**src/rtl/uart_pkg.sv**
```systemverilog
// Shared definitions for the UART transmit path: FSM encoding, frame geometry and frame builder.
package uart_pkg;

  localparam int unsigned FRAME_BITS = 11;
  localparam int unsigned BIT_CNT_W  = 4;
  localparam logic [FRAME_BITS-1:0] IDLE_FRAME = 11'h7FF;

  typedef enum logic [1:0] {
    ST_IDLE = 2'd0,
    ST_LOAD = 2'd1,
    ST_SEND = 2'd2
  } state_e;

  // Even parity over the active data bits, inverted for odd sense.
  function automatic logic parity_bit(input logic [7:0] data,
                                      input logic       eight,
                                      input logic       ohel);
    logic [7:0] bits;
    bits = data;
    if (!eight) bits[7] = 1'b0;
    return (^bits) ^ ohel;
  endfunction

  function automatic logic [FRAME_BITS-1:0] build_frame(input logic [7:0] data,
                                                        input logic       eight,
                                                        input logic       pen,
                                                        input logic       ohel);
    logic par_slot;
    par_slot = pen ? parity_bit(data, eight, ohel) : 1'b1;
    if (eight) return {1'b1, par_slot, data, 1'b0};
    return {2'b11, par_slot, data[6:0], 1'b0};
  endfunction

endpackage

```
**src/rtl/uart_baud_gen.sv**
```systemverilog
// Baud-period counter: emits a one-cycle tick every BAUD_DIV enabled cycles; clr restarts the period.
module uart_baud_gen #(
  parameter int unsigned BAUD_DIV = 10416
) (
  input  logic clk,
  input  logic rst,
  input  logic en,
  input  logic clr,
  output logic tick_c
);

  localparam int unsigned CNT_W = $clog2(BAUD_DIV);
  localparam logic [CNT_W-1:0] TERM = CNT_W'(BAUD_DIV - 1);

  logic [CNT_W-1:0] cnt_q, cnt_d;

  assign tick_c = en && !clr && (cnt_q == TERM);

  always_comb begin
    cnt_d = cnt_q;
    if (clr)         cnt_d = '0;
    else if (tick_c) cnt_d = '0;
    else if (en)     cnt_d = cnt_q + CNT_W'(1);
  end

  always_ff @(posedge clk or posedge rst) begin
    if (rst) cnt_q <= '0;
    else     cnt_q <= cnt_d;
  end

endmodule

```
**src/rtl/uart_tx_ctrl.sv**
```systemverilog
// UART TX sequencer: accepts a byte, builds the 11-bit frame, then strobes ld once and sh per bit.
// Optional parity: define UART_TX_PARITY_EN to honour pen/ohel; otherwise the parity slot is a stop bit.
module uart_tx_ctrl
  import uart_pkg::*;
#(
  parameter int unsigned BAUD_DIV = 10416
) (
  input  logic                  clk,
  input  logic                  rst,
  input  logic                  tx_valid,
  input  logic [7:0]            tx_data,
  input  logic                  eight,
  input  logic                  pen,
  input  logic                  ohel,
  output logic                  tx_ready,
  output logic [FRAME_BITS-1:0] frame,
  output logic                  ld,
  output logic                  sh,
  output logic                  tx_done
);

  localparam logic [BIT_CNT_W-1:0] LAST_BIT = BIT_CNT_W'(FRAME_BITS - 1);

  state_e                  state_q, state_d;
  logic                    tx_ready_q, tx_ready_d;
  logic [FRAME_BITS-1:0]   frame_q, frame_d;
  logic                    ld_q, ld_d;
  logic                    sh_q, sh_d;
  logic                    tx_done_q, tx_done_d;
  logic [BIT_CNT_W-1:0]    bit_cnt_q, bit_cnt_d;
  logic                    accept_c, tick_c, pen_c;

`ifdef UART_TX_PARITY_EN
  assign pen_c = pen;
`else
  logic unused_pen_c;
  assign unused_pen_c = pen;
  assign pen_c        = 1'b0;
`endif

  assign accept_c = tx_valid && tx_ready_q;

  uart_baud_gen #(.BAUD_DIV(BAUD_DIV)) u_baud (
    .clk    (clk),
    .rst    (rst),
    .en     (state_q == ST_SEND),
    .clr    (state_q == ST_LOAD),
    .tick_c (tick_c)
  );

  always_ff @(posedge clk or posedge rst) begin
    if (rst) begin
      state_q    <= ST_IDLE;
      tx_ready_q <= 1'b1;
      frame_q    <= IDLE_FRAME;
      ld_q       <= 1'b0;
      sh_q       <= 1'b0;
      tx_done_q  <= 1'b0;
      bit_cnt_q  <= '0;
    end else begin
      state_q    <= state_d;
      tx_ready_q <= tx_ready_d;
      frame_q    <= frame_d;
      ld_q       <= ld_d;
      sh_q       <= sh_d;
      tx_done_q  <= tx_done_d;
      bit_cnt_q  <= bit_cnt_d;
    end
  end

  // SEND ends in the cycle the final sh/tx_done is visible, so tx_ready follows one cycle later.
  always_comb begin
    state_d = state_q;
    unique case (state_q)
      ST_IDLE: if (accept_c)  state_d = ST_LOAD;
      ST_LOAD:                state_d = ST_SEND;
      ST_SEND: if (tx_done_q) state_d = ST_IDLE;
      default:                state_d = ST_IDLE;
    endcase
  end

  always_comb begin
    tx_ready_d = (state_d == ST_IDLE);
    frame_d    = frame_q;
    ld_d       = (state_q == ST_LOAD);
    sh_d       = tick_c;
    tx_done_d  = 1'b0;
    bit_cnt_d  = bit_cnt_q;
    if (accept_c) frame_d = build_frame(tx_data, eight, pen_c, ohel);
    if (state_q == ST_LOAD) begin
      bit_cnt_d = '0;
    end else if (tick_c) begin
      if (bit_cnt_q == LAST_BIT) begin
        bit_cnt_d = '0;
        tx_done_d = 1'b1;
      end else begin
        bit_cnt_d = bit_cnt_q + BIT_CNT_W'(1);
      end
    end
  end

  assign tx_ready = tx_ready_q;
  assign frame    = frame_q;
  assign ld       = ld_q;
  assign sh       = sh_q;
  assign tx_done  = tx_done_q;

endmodule
```
**config.mk**
```make
export PLATFORM = sky130hd
export DESIGN_NAME = uart_tx_ctrl
export DESIGN_NICKNAME = d
export VERILOG_FILES = /design/src/rtl/uart_pkg.sv /design/src/rtl/uart_baud_gen.sv /design/src/rtl/uart_tx_ctrl.sv
export SDC_FILE = /design/constraint.sdc
export NUM_CORES = 1
export LEC_CHECK = 0
export BUFFER_PORTS_ARGS = -buffer_cell sky130_fd_sc_hd__buf_2
export CAP_MARGIN = 20
export CORE_MARGIN = 2
export CORE_UTILIZATION = 55
export DETAILED_ROUTE_END_ITERATION = 10
export GPL_ROUTABILITY_DRIVEN = 1
export PLACE_DENSITY = 0.78
export SYNTH_ARGS = -nofsm -noshare
export SYNTH_HDL_FRONTEND = slang
export SYNTH_SLANG_ARGS = --single-unit
export TNS_END_PERCENT = 100
```
**constraint.sdc**
```tcl
create_clock -name clk -period 1.91 [get_ports clk]
set_clock_uncertainty 0.15 [all_clocks]
set_input_delay 0.191 -clock clk [delete_from_list [all_inputs] [get_ports clk]]
set_output_delay 0.191 -clock clk [all_outputs]
set_load 0.01 [all_outputs]
```
==> results of run 1 <==
==> repair_timing <==
item / in CTS / in global routing
setup endpoints to repair: 0 / 5
hold buffers: 10 / 0
buffers inserted: 0 / 1
endpoints found under the hold margin: 31 / 0
gates resized for setup: 0 / 3
==> worst max-delay path: cells and delay by family, from the launching register on <==
| kind | cells | cell delay (ns) |
|---|---|---|
| AOI/OAI and AO/OA | 1 | 0.08 |
| and+or+nand+nor | 3 | 0.93 |
| DFF | 1 | 0.37 |
| adders and majority gates | 1 | 0.21 |
==> metrics by stage <==
| stage | util [%] | instances |
|---|---|---|
| after floorplan | - | 170 |
| after global placement | 62.9 | 236 |
| after detailed placement | 62.9 | 236 |
| after CTS | 69.0 | 254 |
| after global routing | 69.5 | 255 |
| final | 69.5 | 255 |
==> area by class of cell <==
type | instances | area share, %
clock inverters | 1 | 1.43
repair buffers | 42 | 13.3
inverters | 7 | 1.25
clock buffers | 7 | 2.62
flip-flops and latches | 33 | 40.0
well taps | 44 | 2.62
multi-input cells | 121 | 38.8
==> logic make-up after synthesis <==
kind of cell | Yosys count | share of synthesized area (%)
mux | 10 | 6.30
simple gates | 72 | 25.0
buf+inv | 16 | 4.78
fa+ha+maj | 4 | 2.90
other cells | 1 | 0.217
xor+xnor | 2 | 1.01
compound gates | 31 | 11.3
flops | 33 | 48.5
==> Yosys cell counts, types with 3 or more instances <==
cell type  instances  area share (%)
ha_1               4             2.9
a21oi_1            8             2.3
dfrtp_1           23              33
nand3_1            9             2.6
o31ai_1            3             1.3
inv_1              7             1.5
clkbuf_1           4            0.87
nand4_1            6             2.2
mux2i_1            3             1.7
nor3_1             4             1.2
dfstp_2           10              15
nor2_1            10             2.2
o21ai_0            9             2.6
nor2b_1            4             1.4
o22ai_1            3             1.1
nand2_1           15             3.3
and2_1             3             1.1
mux2_2             7             4.6
==> state kept, by name, indices dropped and copies added, names as in the netlist <==
| register | count |
|---|---|
| state_q | 2 |
| u_baud.cnt_q | 14 |
| ld | 1 |
| tx_ready | 1 |
| frame | 9 |
| tx_done | 1 |
| sh | 1 |
| bit_cnt_q | 4 |
==> how the worst min path moves through the flow <==
| stage | endpoint | start | cells past startpoint |
|---|---|---|---|
| 6_report | state_q[0] | tx_valid | 3 |
| 5_1_grt | state_q[0] | tx_valid | 3 |
| 4_1_cts | state_q[0] | tx_valid | 3 |
| 3_5_place_dp | bit_cnt_q[3] | rst | 3 |
| 3_3_place_gp | bit_cnt_q[3] | rst | 3 |
| 2_1_floorplan | bit_cnt_q[0] | rst | 1 |
==> layer usage <==
| metal | share of wire (%) | global-route usage (%) | vias to the layer above |
|---|---|---|---|
| met1 | 41 | 30.2 | 757 |
| li1 | - | - | 691 |
| met2 | 53 | 43.3 | 37 |
| met5 | 0 | 0 | - |
| met4 | 2.2 | 10.8 | 0 |
| met3 | 3.7 | 6.93 | 13 |
==> report_power, final <==
group | total, mW | leakage [nW] | internal [mW] | switching, mW
logic | 0.804 | 0.496 | 0.343 | 0.461
registers | 1.04 | 0.416 | 0.923 | 0.113
clock network | 0.546 | 0.0455 | 0.313 | 0.234
total | 2.39 | 0.958 | 1.58 | 0.808
==> results.toml, run 1 <==
[routing]
vias = 1498
via_per_inst = 5.87
drt_iter0_drc = 88
drtPass1Iterations = 4
wl_mm = 3.90
ant_nets = 0
drc = 0
wl_per_cell_um = 15.3

[synth]
yosysSeqAreaShare_pct = 48.5
synthFlopType = "dfrtp_1"
synth_cells = 169
ys_ff_latch = 33
synth.cell_area_um2 = 1730
avgSynthCellArea_um2 = 10.2
synth_cell_types = 48
synthArstFlopShare_pct = 100
yosysWarnings = 0
synth-edff-count = 0

[floorplanning]
start_util_pct = 57.1
fp.coreArea_um2 = 3030
die_y_um = 60.1
dieWidth_um = 60.1
io_pins = 29
rows = 20
dieArea_um2 = 3610

[setup_path]
r2r_slack_ns = 0.10
path_class = "reg -> reg"
r2r-start = "u_baud.cnt_q[1]"
worstPathMaxFanout = 6
crit_end = "bit_cnt_q[0]"
cp_data_arrival_time_ns = 1.91
max_stage_delay_ns = 0.42
critPathLaunchType = "flop"
critPathCaptureType = "flop"
r2r_end = "bit_cnt_q[0]"
worstRegToRegCells = 5
worstPathCellList = "ha_1 > and4b_2 > nand4_1 > or3_1 > o21ai_0"
startpoint = "u_baud.cnt_q[1]"
required_ns = 2.02
slowest_stage = "or3_1"

[sta]
setup_ws_ns = 0.104
setup_tns_ns = 0
period_needed_ns = 1.81
min_period_over_period_pct = 94.6
fmax_mhz = 554
setup_viol = 0
hold_viol_final = 0
hold_ws_ns = 0.266
rsz0062_at_grt = "no"
finalMaxSlewViolations = 0

[clock_network]
cts_tree = "built"
clock-root-buffer = "clkbuf_4"
cts_sinks = 33
clock_path_buffers = 2
path_clk_slew_ns = 0.10
cts-buffers-inserted = 5
clk_latency_ns = 0.34
h-tree-depth = 2

[layout]
fillers = 225
final_area_um2 = 2100
sequential_cell_area_um2 = 841
diodes = 0
final_cell_mix = "buf_2, dfrtp_1, nand2_1"
layout_commonest_cell = "buf_2"
multiInputGateArea_um2 = 817
fin_nets = 228
layout-drive-gt1-share_pct = 31.8
syn2layout_area_growth_pct = 21.8

[power_and_ir_drop]
vdd_ir_drop_max_uv = 623
finalPower_mw = 2.39
p_leak_nw = 0.958
powerDensity_nw_per_um2 = 1130

[flow_run]
maxCapViolCount = 0

[global_route]
antenna_found_initial = 0
grt_max_degree = 34
grt-ovfl-total = 0
grt_pass1_wl_mm = 6.77
track_usage_pct = 25.5
grt_pass1_vias = 1531

[place]
place_ws_ns = 0.134
io_buffers = 24
dpl_cell_area_um2 = 1900
dp_hpwl_mm = 2.61
place.gp.congestion = 0.793

[worst_hold_path]
hp-class = "in -> reg"

[status]
outcome = "completed"
Power figures use the tool's default switching activity.
==> run 2: changes to the inputs <==
- RECOVER_POWER: unset -> 100
==> run 2 against run 1 <==
Effect of this change: die area is the same; global-route usage is the same; sequential share of layout area grew 0.41 points; core utilization shrank 0.70 points; critical path depth is the same; sequential power is essentially flat; register-to-register slack is essentially flat; sequential cell count is the same; setup slack gained 0.0032 ns; final area shrank 1.0%; clock power is essentially flat; largest cell class unchanged.
==> results.toml, run 2 (same netlist as run 1, synthesis figures left out) <==
[status]
outcome = "completed"

[floorplanning]
start_util_pct = 57.1
dieArea_um2 = 3610
fp.coreArea_um2 = 3030
die_y_um = 60.1
io_pins = 29
rows = 20
dieWidth_um = 60.1

[setup_path]
critPathLaunchType = "flop"
critPathBufInv = 0
critPathCaptureType = "flop"
path_class = "reg -> reg"
worstPathCellList = "ha_1 > and4b_2 > nand4_1 > or3_1 > o21ai_0"
required_ns = 2.02
r2r-start = "u_baud.cnt_q[0]"
slowest_stage = "or3_1"
r2r_end = "bit_cnt_q[0]"
worstPathMaxFanout = 6
r2r_slack_ns = 0.11
worstRegToRegCells = 5
critPathTopFamily = "simple AND/OR/NAND/NOR gates"
cp_data_arrival_time_ns = 1.91
max_stage_delay_ns = 0.42

[routing]
ant_nets = 0
drc = 0
drt_iter0_drc = 105
wl_mm = 3.91
via_per_inst = 5.87
drtPass1Iterations = 4
wl_per_cell_um = 15.3
vias = 1496

[sta]
worst_pin_slew_ns = 0.779
finalMaxSlewViolations = 0
period_needed_ns = 1.80
slew_headroom_pct = 48.0
hold_viol_final = 0
setup_viol = 0
min_period_over_period_pct = 94.4
fmax_mhz = 555
setup_ws_ns = 0.107

[layout]
regMostFlops = "u_baud.cnt_q"
largest_reg_flops = 14
layout_commonest_cell = "dfrtp_1"
diodes = 0
final_cell_mix = "dfrtp_1, nand2_1, clkbuf_1, buf_2"
stdcell_count = 255
layout-drive-gt1-share_pct = 25.1
fin_nets = 228
syn2layout_area_growth_pct = 20.6
final_area_um2 = 2080

[clock_network]
cts_sinks = 33
clock-root-buffer = "clkbuf_4"
clk_latency_ns = 0.34
cts-buffers-inserted = 5
cts_tree = "built"
path_clk_slew_ns = 0.11
h-tree-depth = 2
clock_path_buffers = 2

[place]
dpl_cell_area_um2 = 1900
place.gp.congestion = 0.793
place_ws_ns = 0.134
place_inst = 236
io_buffers = 24
dp_hpwl_mm = 2.61

[worst_hold_path]
whs_endpoint = "state_q[0]"
hp-class = "in -> reg"
hold_depth = 3
min_from = "tx_valid"

[global_route]
grt-ovfl-total = 0
grt_pass1_vias = 1531
grt_pass1_wl_mm = 6.77
antenna_found_initial = 0
grt_max_degree = 34
track_usage_pct = 25.5

[power_and_ir_drop]
vdd_ir_drop_max_uv = 620
powerDensity_nw_per_um2 = 1130
finalPower_mw = 2.35
p_leak_nw = 0.915

[flow_run]
maxCapViolCount = 0
## run 2: cell count changes in the layout (fill, tap and decap cells not counted), sizes merged
cell    before  now
clkbuf       7   20
buf         32   19
## run 2: routing by layer
layer | global-route usage, % | vias up | share of wire (%)
met2 | 43.3 | 45 | 52
met4 | 10.8 | 0 | 2.1
met3 | 6.93 | 11 | 4.1
met5 | 0 | - | 0
li1 | - | 692 | -
met1 | 30.2 | 748 | 42
## run 2: power breakdown
group          internal [mW]  switching [mW]
clock network          0.313           0.237
registers              0.920           0.114
logic                  0.308           0.462
total                   1.54           0.813
## run 2: final cells by class
type                       instances  area, um^2
clock inverter                     1        30.0
inverter                           7        26.3
clock buffer                       7        55.1
tap                               44        55.1
sequential                        33         841
timing repair buffer              42         260
multi-input combinational        121         816
fill                             236         945
## run 2: worst min-delay path, delay by kind of cell
family	cells	cell delay, ns
buf+inv	1	0.10
simple gates	2	0.43
## run 2: what timing repair did
| action | 4_1_cts | 5_1_grt |
|---|---|---|
| hold endpoints to repair | 31 | 0 |
| buffers inserted | 0 | 1 |
| gates resized for setup | 0 | 3 |
| hold buffers | 10 | 0 |
| setup endpoints to repair | 0 | 5 |
## run 2: worst max path at each step
stage	startpoint	endpoint	slack, ns	cells after the start
3_3_place_gp	u_baud.cnt_q[0]	bit_cnt_q[1]	0.19	6
5_1_grt	u_baud.cnt_q[1]	bit_cnt_q[1]	-0.0001	6
6_report	u_baud.cnt_q[0]	bit_cnt_q[0]	0.11	5
4_1_cts	u_baud.cnt_q[1]	bit_cnt_q[1]	0.13	6
3_5_place_dp	u_baud.cnt_q[1]	bit_cnt_q[1]	0.13	6
2_1_floorplan	u_baud.cnt_q[0]	bit_cnt_q[0]	0.19	5
## run 2: through the flow
| stage | hold WS (ns) | setup TNS, ns | util, % |
|---|---|---|---|
| after global routing | 0.325 | -0.0000979 | 68.8 |
| after detailed placement | 0.158 | 0 | 62.9 |
| after floorplan | 0.162 | 0 | - |
| final | 0.267 | 0 | 68.8 |
| after CTS | 0.254 | 0 | 69.0 |
| after global placement | 0.138 | 0 | 62.9 |
